<file path="src/rtl/axi_slave_package.sv">
// Shared definitions for the AXI slave bridge request tracking path.
// Holds the request tracker size defaults, the slot index type and the
// layout of one recorded request entry.
package axi_slave_package;

  localparam int REQ_TRACKER_ENTRY_WIDTH = 64;
  localparam int REQ_TRACKER_DEPTH       = 32;
  localparam int REQ_TRACKER_IDX_WIDTH   = $clog2(REQ_TRACKER_DEPTH);

  typedef logic [REQ_TRACKER_IDX_WIDTH-1:0] req_tracker_idx_t;

  // One recorded request: AXI tag plus the mapped target address.
  typedef struct packed {
    logic [15:0] axi_tag;
    logic [47:0] addr;
  } req_tracker_entry_t;

endpackage

</file>
<file path="src/rtl/rt_free_slot_finder.sv">
// Lowest-zero priority encoder over the slot valid bitmap.
// Ports:
//   valid    in  DEPTH      slot valid bitmap
//   idx      out IDX_WIDTH  lowest index whose valid bit is 0 (0 when none free)
//   any_free out 1          at least one slot is free
module rt_free_slot_finder #(
  parameter int DEPTH     = 32,
  parameter int IDX_WIDTH = $clog2(DEPTH)
) (
  input  logic [DEPTH-1:0]     valid,
  output logic [IDX_WIDTH-1:0] idx,
  output logic                 any_free
);

  always_comb begin
    idx = '0;
    // Scan downward so the last hit, and therefore the result, is the lowest free slot.
    for (int i = DEPTH - 1; i >= 0; i--) begin
      if (!valid[i]) idx = IDX_WIDTH'(i);
    end
    any_free = ~&valid;
  end

endmodule

</file>
<file path="src/rtl/request_tracker_table.sv">
// Request tracker table: entry RAM plus slot management between the A2P
// mapper (allocation) and P2A completion handling (update / retire).
// Optional feature macro: REQ_TRACKER_PARITY_EN adds one even-parity bit per
// slot and the rd_parity_err / resp_parity_err outputs.
// Ports:
//   clk, ARESET                     clock, synchronous active-high reset
//   alloc_valid/ready/data/idx      lowest-free-slot allocation handshake
//   rd_idx/rd_data/rd_hit           NUM_RD_PORTS packed combinational read ports
//   resp_rd_idx/resp_rd_data        response-side combinational read
//   resp_wr_en/idx/data             update of a valid slot
//   resp_free_en/idx                retire of a valid slot
//   occupancy, empty                valid slot count and zero flag
//   rd_parity_err, resp_parity_err  parity mismatch on a valid slot (parity build only)
//   proto_err                       sticky: update/retire hit an invalid slot
module request_tracker_table
  import axi_slave_package::*;
#(
  parameter int ENTRY_WIDTH  = REQ_TRACKER_ENTRY_WIDTH,
  parameter int DEPTH        = REQ_TRACKER_DEPTH,
  parameter int IDX_WIDTH    = $clog2(DEPTH),
  parameter int NUM_RD_PORTS = 2
) (
  input  logic                                clk,
  input  logic                                ARESET,
  input  logic                                alloc_valid,
  output logic                                alloc_ready,
  input  logic [ENTRY_WIDTH-1:0]              alloc_data,
  output logic [IDX_WIDTH-1:0]                alloc_idx,
  input  logic [NUM_RD_PORTS*IDX_WIDTH-1:0]   rd_idx,
  output logic [NUM_RD_PORTS*ENTRY_WIDTH-1:0] rd_data,
  output logic [NUM_RD_PORTS-1:0]             rd_hit,
  input  logic [IDX_WIDTH-1:0]                resp_rd_idx,
  output logic [ENTRY_WIDTH-1:0]              resp_rd_data,
  input  logic                                resp_wr_en,
  input  logic [IDX_WIDTH-1:0]                resp_wr_idx,
  input  logic [ENTRY_WIDTH-1:0]              resp_wr_data,
  input  logic                                resp_free_en,
  input  logic [IDX_WIDTH-1:0]                resp_free_idx,
  output logic [IDX_WIDTH:0]                  occupancy,
  output logic                                empty,
`ifdef REQ_TRACKER_PARITY_EN
  output logic [NUM_RD_PORTS-1:0]             rd_parity_err,
  output logic                                resp_parity_err,
`endif
  output logic                                proto_err
);

  logic [DEPTH-1:0]       valid_q, valid_d;
  logic [IDX_WIDTH:0]     occ_q, occ_d;
  logic                   perr_q, perr_d;
  logic [ENTRY_WIDTH-1:0] mem_q [DEPTH];

  logic any_free;
  logic alloc_fire, wr_legal, free_legal;

  rt_free_slot_finder #(
    .DEPTH     (DEPTH),
    .IDX_WIDTH (IDX_WIDTH)
  ) u_finder (
    .valid    (valid_q),
    .idx      (alloc_idx),
    .any_free (any_free)
  );

  assign alloc_ready = any_free;

  always_comb begin
    alloc_fire = alloc_valid && any_free;
    wr_legal   = resp_wr_en   && valid_q[resp_wr_idx];
    free_legal = resp_free_en && valid_q[resp_free_idx];

    // A retired slot and the allocated slot can never coincide (one is valid,
    // the other free), so the order of these two updates does not matter.
    valid_d = valid_q;
    if (free_legal) valid_d[resp_free_idx] = 1'b0;
    if (alloc_fire) valid_d[alloc_idx]     = 1'b1;

    occ_d = occ_q + {{IDX_WIDTH{1'b0}}, alloc_fire} - {{IDX_WIDTH{1'b0}}, free_legal};

    // An update aimed at the slot being allocated sees valid=0 here and is
    // therefore dropped and flagged, leaving the allocation write in place.
    perr_d = perr_q
           | (resp_wr_en   & ~valid_q[resp_wr_idx])
           | (resp_free_en & ~valid_q[resp_free_idx]);
  end

  always_ff @(posedge clk) begin
    if (ARESET) begin
      valid_q <= '0;
      occ_q   <= '0;
      perr_q  <= 1'b0;
    end else begin
      valid_q <= valid_d;
      occ_q   <= occ_d;
      perr_q  <= perr_d;
    end
  end

  // Entry RAM is deliberately not reset; readers qualify data with the valid bit.
  always_ff @(posedge clk) begin
    if (wr_legal)   mem_q[resp_wr_idx] <= resp_wr_data;
    if (alloc_fire) mem_q[alloc_idx]   <= alloc_data;
  end

  for (genvar p = 0; p < NUM_RD_PORTS; p++) begin : g_rd
    logic [IDX_WIDTH-1:0] ridx;
    assign ridx = rd_idx[p*IDX_WIDTH +: IDX_WIDTH];
    assign rd_data[p*ENTRY_WIDTH +: ENTRY_WIDTH] = mem_q[ridx];
    assign rd_hit[p] = valid_q[ridx];
  end

  assign resp_rd_data = mem_q[resp_rd_idx];
  assign occupancy    = occ_q;
  assign empty        = (occ_q == '0);
  assign proto_err    = perr_q;

`ifdef REQ_TRACKER_PARITY_EN
  logic par_q [DEPTH];

  always_ff @(posedge clk) begin
    if (wr_legal)   par_q[resp_wr_idx] <= ^resp_wr_data;
    if (alloc_fire) par_q[alloc_idx]   <= ^alloc_data;
  end

  for (genvar p = 0; p < NUM_RD_PORTS; p++) begin : g_par
    logic [IDX_WIDTH-1:0] pidx;
    assign pidx = rd_idx[p*IDX_WIDTH +: IDX_WIDTH];
    assign rd_parity_err[p] = valid_q[pidx] && (par_q[pidx] != ^mem_q[pidx]);
  end

  assign resp_parity_err = valid_q[resp_rd_idx] &&
                           (par_q[resp_rd_idx] != ^mem_q[resp_rd_idx]);
`endif

endmodule

</file>
<file path="config.mk">
export PLATFORM = sky130hd
export DESIGN_NAME = request_tracker_table
export DESIGN_NICKNAME = d
export VERILOG_FILES = /design/src/rtl/axi_slave_package.sv /design/src/rtl/rt_free_slot_finder.sv /design/src/rtl/request_tracker_table.sv
export SDC_FILE = /design/constraint.sdc
export NUM_CORES = 2
export LEC_CHECK = 0
export CAP_MARGIN = 25
export CORE_MARGIN = 3
export CORE_UTILIZATION = 29
export DETAILED_ROUTE_END_ITERATION = 6
export GPL_ROUTABILITY_DRIVEN = 1
export PLACE_DENSITY_LB_ADDON = 0.25
export SLEW_MARGIN = 20
export SYNTH_ARGS = -nofsm -noshare
export SYNTH_HDL_FRONTEND = slang
export SYNTH_SLANG_ARGS = --single-unit
</file>
<file path="constraint.sdc">
create_clock -name clk -period 9.6 [get_ports clk]
set_input_delay 1.92 -clock clk [delete_from_list [all_inputs] [get_ports clk]]
set_output_delay 1.92 -clock clk [all_outputs]
set_load 0.005 [all_outputs]
</file>
==> results.py <==
metrics = {
    "synth": {
        "synth_edf_count": 2048,
        "synth_top_area_frac": 0.444,
        "synthTopCellsByCount": "mux2_2 (2,196), edfxtp_1 (2,048), mux4_2 (1,948), clkbuf_1 (727), buf_1 (166)",
        "synth-seq-cells": 2087,
        "synth_flop_cell": "edfxtp_1",
        "synth.most_common_cell": "mux2_2",
        "syn-cell-area_um2": 139000,
        "netlist_instances": 7741,
        "yosysSeqAreaShare": 0.450,
        "yosys.area.top_type": "edfxtp_1",
        "avgSynthCellArea_um2": 17.9,
        "syn_nets": 7908,
        "async_flop_share": 0,
        "synthTopCellsByArea": "edfxtp_1 (44%), mux4_2 (32%), mux2_2 (18%)",
        "synth_warnings": 0,
        "synthDistinctLibCells": 69,
    },
    "clock_network": {
        "cts_root_buf": "clkbuf_16",
        "ctsResizeCount": 0,
        "cts-hold-fix-buffers": 0,
        "clk_pin_slew_ns": 0.06,
        "cts_buffers": 266,
        "htreeDepth": 5,
        "cts_setup_buffers": 0,
        "cts_tree": "done",
        "insertion_delay_ns": 0.93,
        "clock_path_buffers": 4,
        "cts.sinks": 2087,
    },
    "timing": {
        "setup_viol": 0,
        "worst_pin_slew_ns": 1.22,
        "grt_setup_unrepaired": "no",
        "period_needed_ns": 7.24,
        "clock_skew_ns": 0.0347,
        "period_share": 0.754,
        "max_slew_margin": 0.187,
        "setup_tns_ns": 0,
        "clock.fmax_mhz": 138,
        "timing.hold.ws_ns": 0.493,
        "finalHoldViolations": 0,
        "slew_violations": 0,
    },
    "placed_design": {
        "place_area_um2": 149000,
        "place.gp.congestion": 0.806,
        "port-buffer-count": 365,
        "place_inst": 13600,
        "hpwl_mm": 312,
    },
    "setup_path": {
        "critical_path.top_delay_family": "buffers and inverters",
        "crit_fanout": 54,
        "startpoint": "resp_rd_idx[0]",
        "crit_required_ns": 7.68,
        "path_common_cell": "mux4_2",
        "r2r-end": "mem_q[2][29]$_DFFE_PP_",
        "crit-reg2reg-launch": "valid_q[5]$_SDFF_PP0_",
        "path_class": "input port to primary output",
        "cp-start-kind": "input port",
        "reg2reg_depth": 8,
        "path_cells": "buf_8, buf_12, buf_4, mux4_2, mux4_2, mux2_2, clkdlybuf4s50_1",
        "slowest_delay_ns": 0.56,
        "setup.worst_path.end_class": "primary output",
        "crit_buf_inv": 4,
        "critPathSlowestCell": "mux4_2",
        "arrival_ns": 5.32,
        "reg2reg_slack_ns": 4.06,
    },
    "drt": {
        "detail_route.wl_per_cell_um": 42.1,
        "dr.pass1.iters": 5,
        "drtIter0Drc": 11900,
        "drc": 0,
        "vias": 88400,
        "viasPerCell": 6.24,
        "wirelength_mm": 596,
        "antenna_left": 0,
    },
    "power_and_ir_drop": {
        "power.share.switching": 0.254,
        "ir_worst_vdd_mv": 0.135,
        "p_leak_uw": 0.0487,
        "power_density_nw_per_um2": 148,
        "p_int_uw": 17400,
        "pwr-share-clk": 0.425,
        "p_switching_uw": 5920,
        "p_seq_frac": 0.433,
        "comb_power_share": 0.142,
    },
    "outcome": {
        "status": "complete, no violations",
    },
    "global_routing": {
        "grt_pass1_wl_mm": 806,
        "grt_max_degree": 121,
        "grt_pass1_vias": 89800,
        "grt_antenna_before_repair": 101,
        "grt_usage": 0.239,
        "grt_overflow_total": 0,
    },
    "die": {
        "die_w_um": 697,
        "die_area_um2": 486000,
        "boundaryPins": 366,
        "core_um2": 475000,
        "num_rows": 253,
        "initial_core_util": 0.292,
        "chipHeight_um": 697,
    },
    "run": {
        "cap_violations": 0,
    },
    "finish": {
        "final_cells": 14200,
        "drive_gt1_frac": 0.642,
        "area_growth_pct": 13.9,
        "final_area_um2": 158000,
        "fin_nets": 7727,
    },
    "hold_path": {
        "whs_endpoint": "proto_err$_SDFF_PP0_",
        "worstHoldPathType": "flip-flop to flip-flop",
        "hold_depth": 2,
        "hold_start": "proto_err$_SDFF_PP0_",
    },
}
worst max path at each step:
stage / depth (start not counted) / endpoint / slack (ns)
detailed placement: 7 / resp_rd_data[6] / 2.34
floorplan: 3 / mem_q[22][0]$_DFFE_PP_ / 1.74
CTS: 7 / resp_rd_data[6] / 2.33
global placement: 7 / resp_rd_data[6] / 2.32
global route: 7 / resp_rd_data[6] / 2.27
finish: 7 / resp_rd_data[6] / 2.36
metrics by stage:
step | total power (µW) | utilization | setup WS (ns)
detailed placement | 13600 | 0.314 | 2.34
global placement | 13600 | 0.313 | 2.32
finish | 23300 | 0.332 | 2.36
CTS | 23500 | 0.331 | 2.33
floorplan | 12300 | - | 1.74
global route | 24000 | 0.332 | 2.27
final cells by class:
class,count,area (µm²)
Inverter,18,67.6
Antenna cell,35,87.6
Tap cell,6375,7980
Multi-Input combinational cell,4540,72200
Clock buffer,329,7020
Sequential cell,2087,62300
Fill cell,45200,317000
Timing Repair Buffer,647,6880
Clock inverter,131,1190
registers in the layout (all words and copies together), names as in the netlist:
signal,cells
mem_q,2048
occupancy,6
proto_err,1
valid_q,32
cells by family (layout without fill, tap and decap cells):
group                    after synthesis  count (layout)  synth area share
AO/OA/AOI/OAI                        140             140           0.00661
adder cells (fa/ha/maj)                9               9          0.000867
XOR/XNOR                               4               4          0.000253
buffers and inverters               1114            1125            0.0343
other                                  0              35                 0
AND/OR/NAND/NOR                      181             181           0.00711
multiplexers                        4206            4206             0.501
flip-flops                          2087            2087             0.450
power groups by stage:
stage	Combinational [µW]	Clock (µW)	Sequential, µW
detailed placement	3320	0	10300
global route	3480	10400	10100
global placement	3290	0	10300
finish	3310	9920	10100
CTS	3340	10100	10100
floorplan	2070	0	10300
worst reg2reg max path: stages (launching register included):
cell and delay [ns]:
dfxtp_1 0.53, nand2b_1 0.16, nand3_1 0.11, or4_4 0.57
o211ai_4 0.86, nand3_4 1.02, o21ai_4 0.32, buf_4 0.75
buf_4 0.81
metal layers:
metal	track usage	part of all wire	routed length, µm	vias up
met5	0	0.00062	370	-
met2	0.372	0.46	273000	5425
met1	0.318	0.39	235000	48700
li1	-	-	-	32900
met3	0.0594	0.099	59000	1322
met4	0.100	0.049	29300	58
placed cells by master, fill, tap and decap left out, types with 14 or more instances in the layout:
master,count
a21oi_1,32
buf_12,81
buf_2,72
buf_4,146
buf_8,55
bufinv_16,19
clkbuf_1,57
clkbuf_16,272
clkdlybuf4s50_1,278
clkinv_1,51
clkinv_2,32
dfxtp_1,39
diode_2,35
edfxtp_1,2048
inv_1,17
inv_6,16
mux2_2,2196
mux2_4,38
mux2i_1,16
mux4_2,1948
nand2_1,41
nand3_1,14
nand3_4,19
nand4_1,15
nor2_1,28
o21ai_0,22
o21ai_4,29
(Power assumes the default switching activity.)
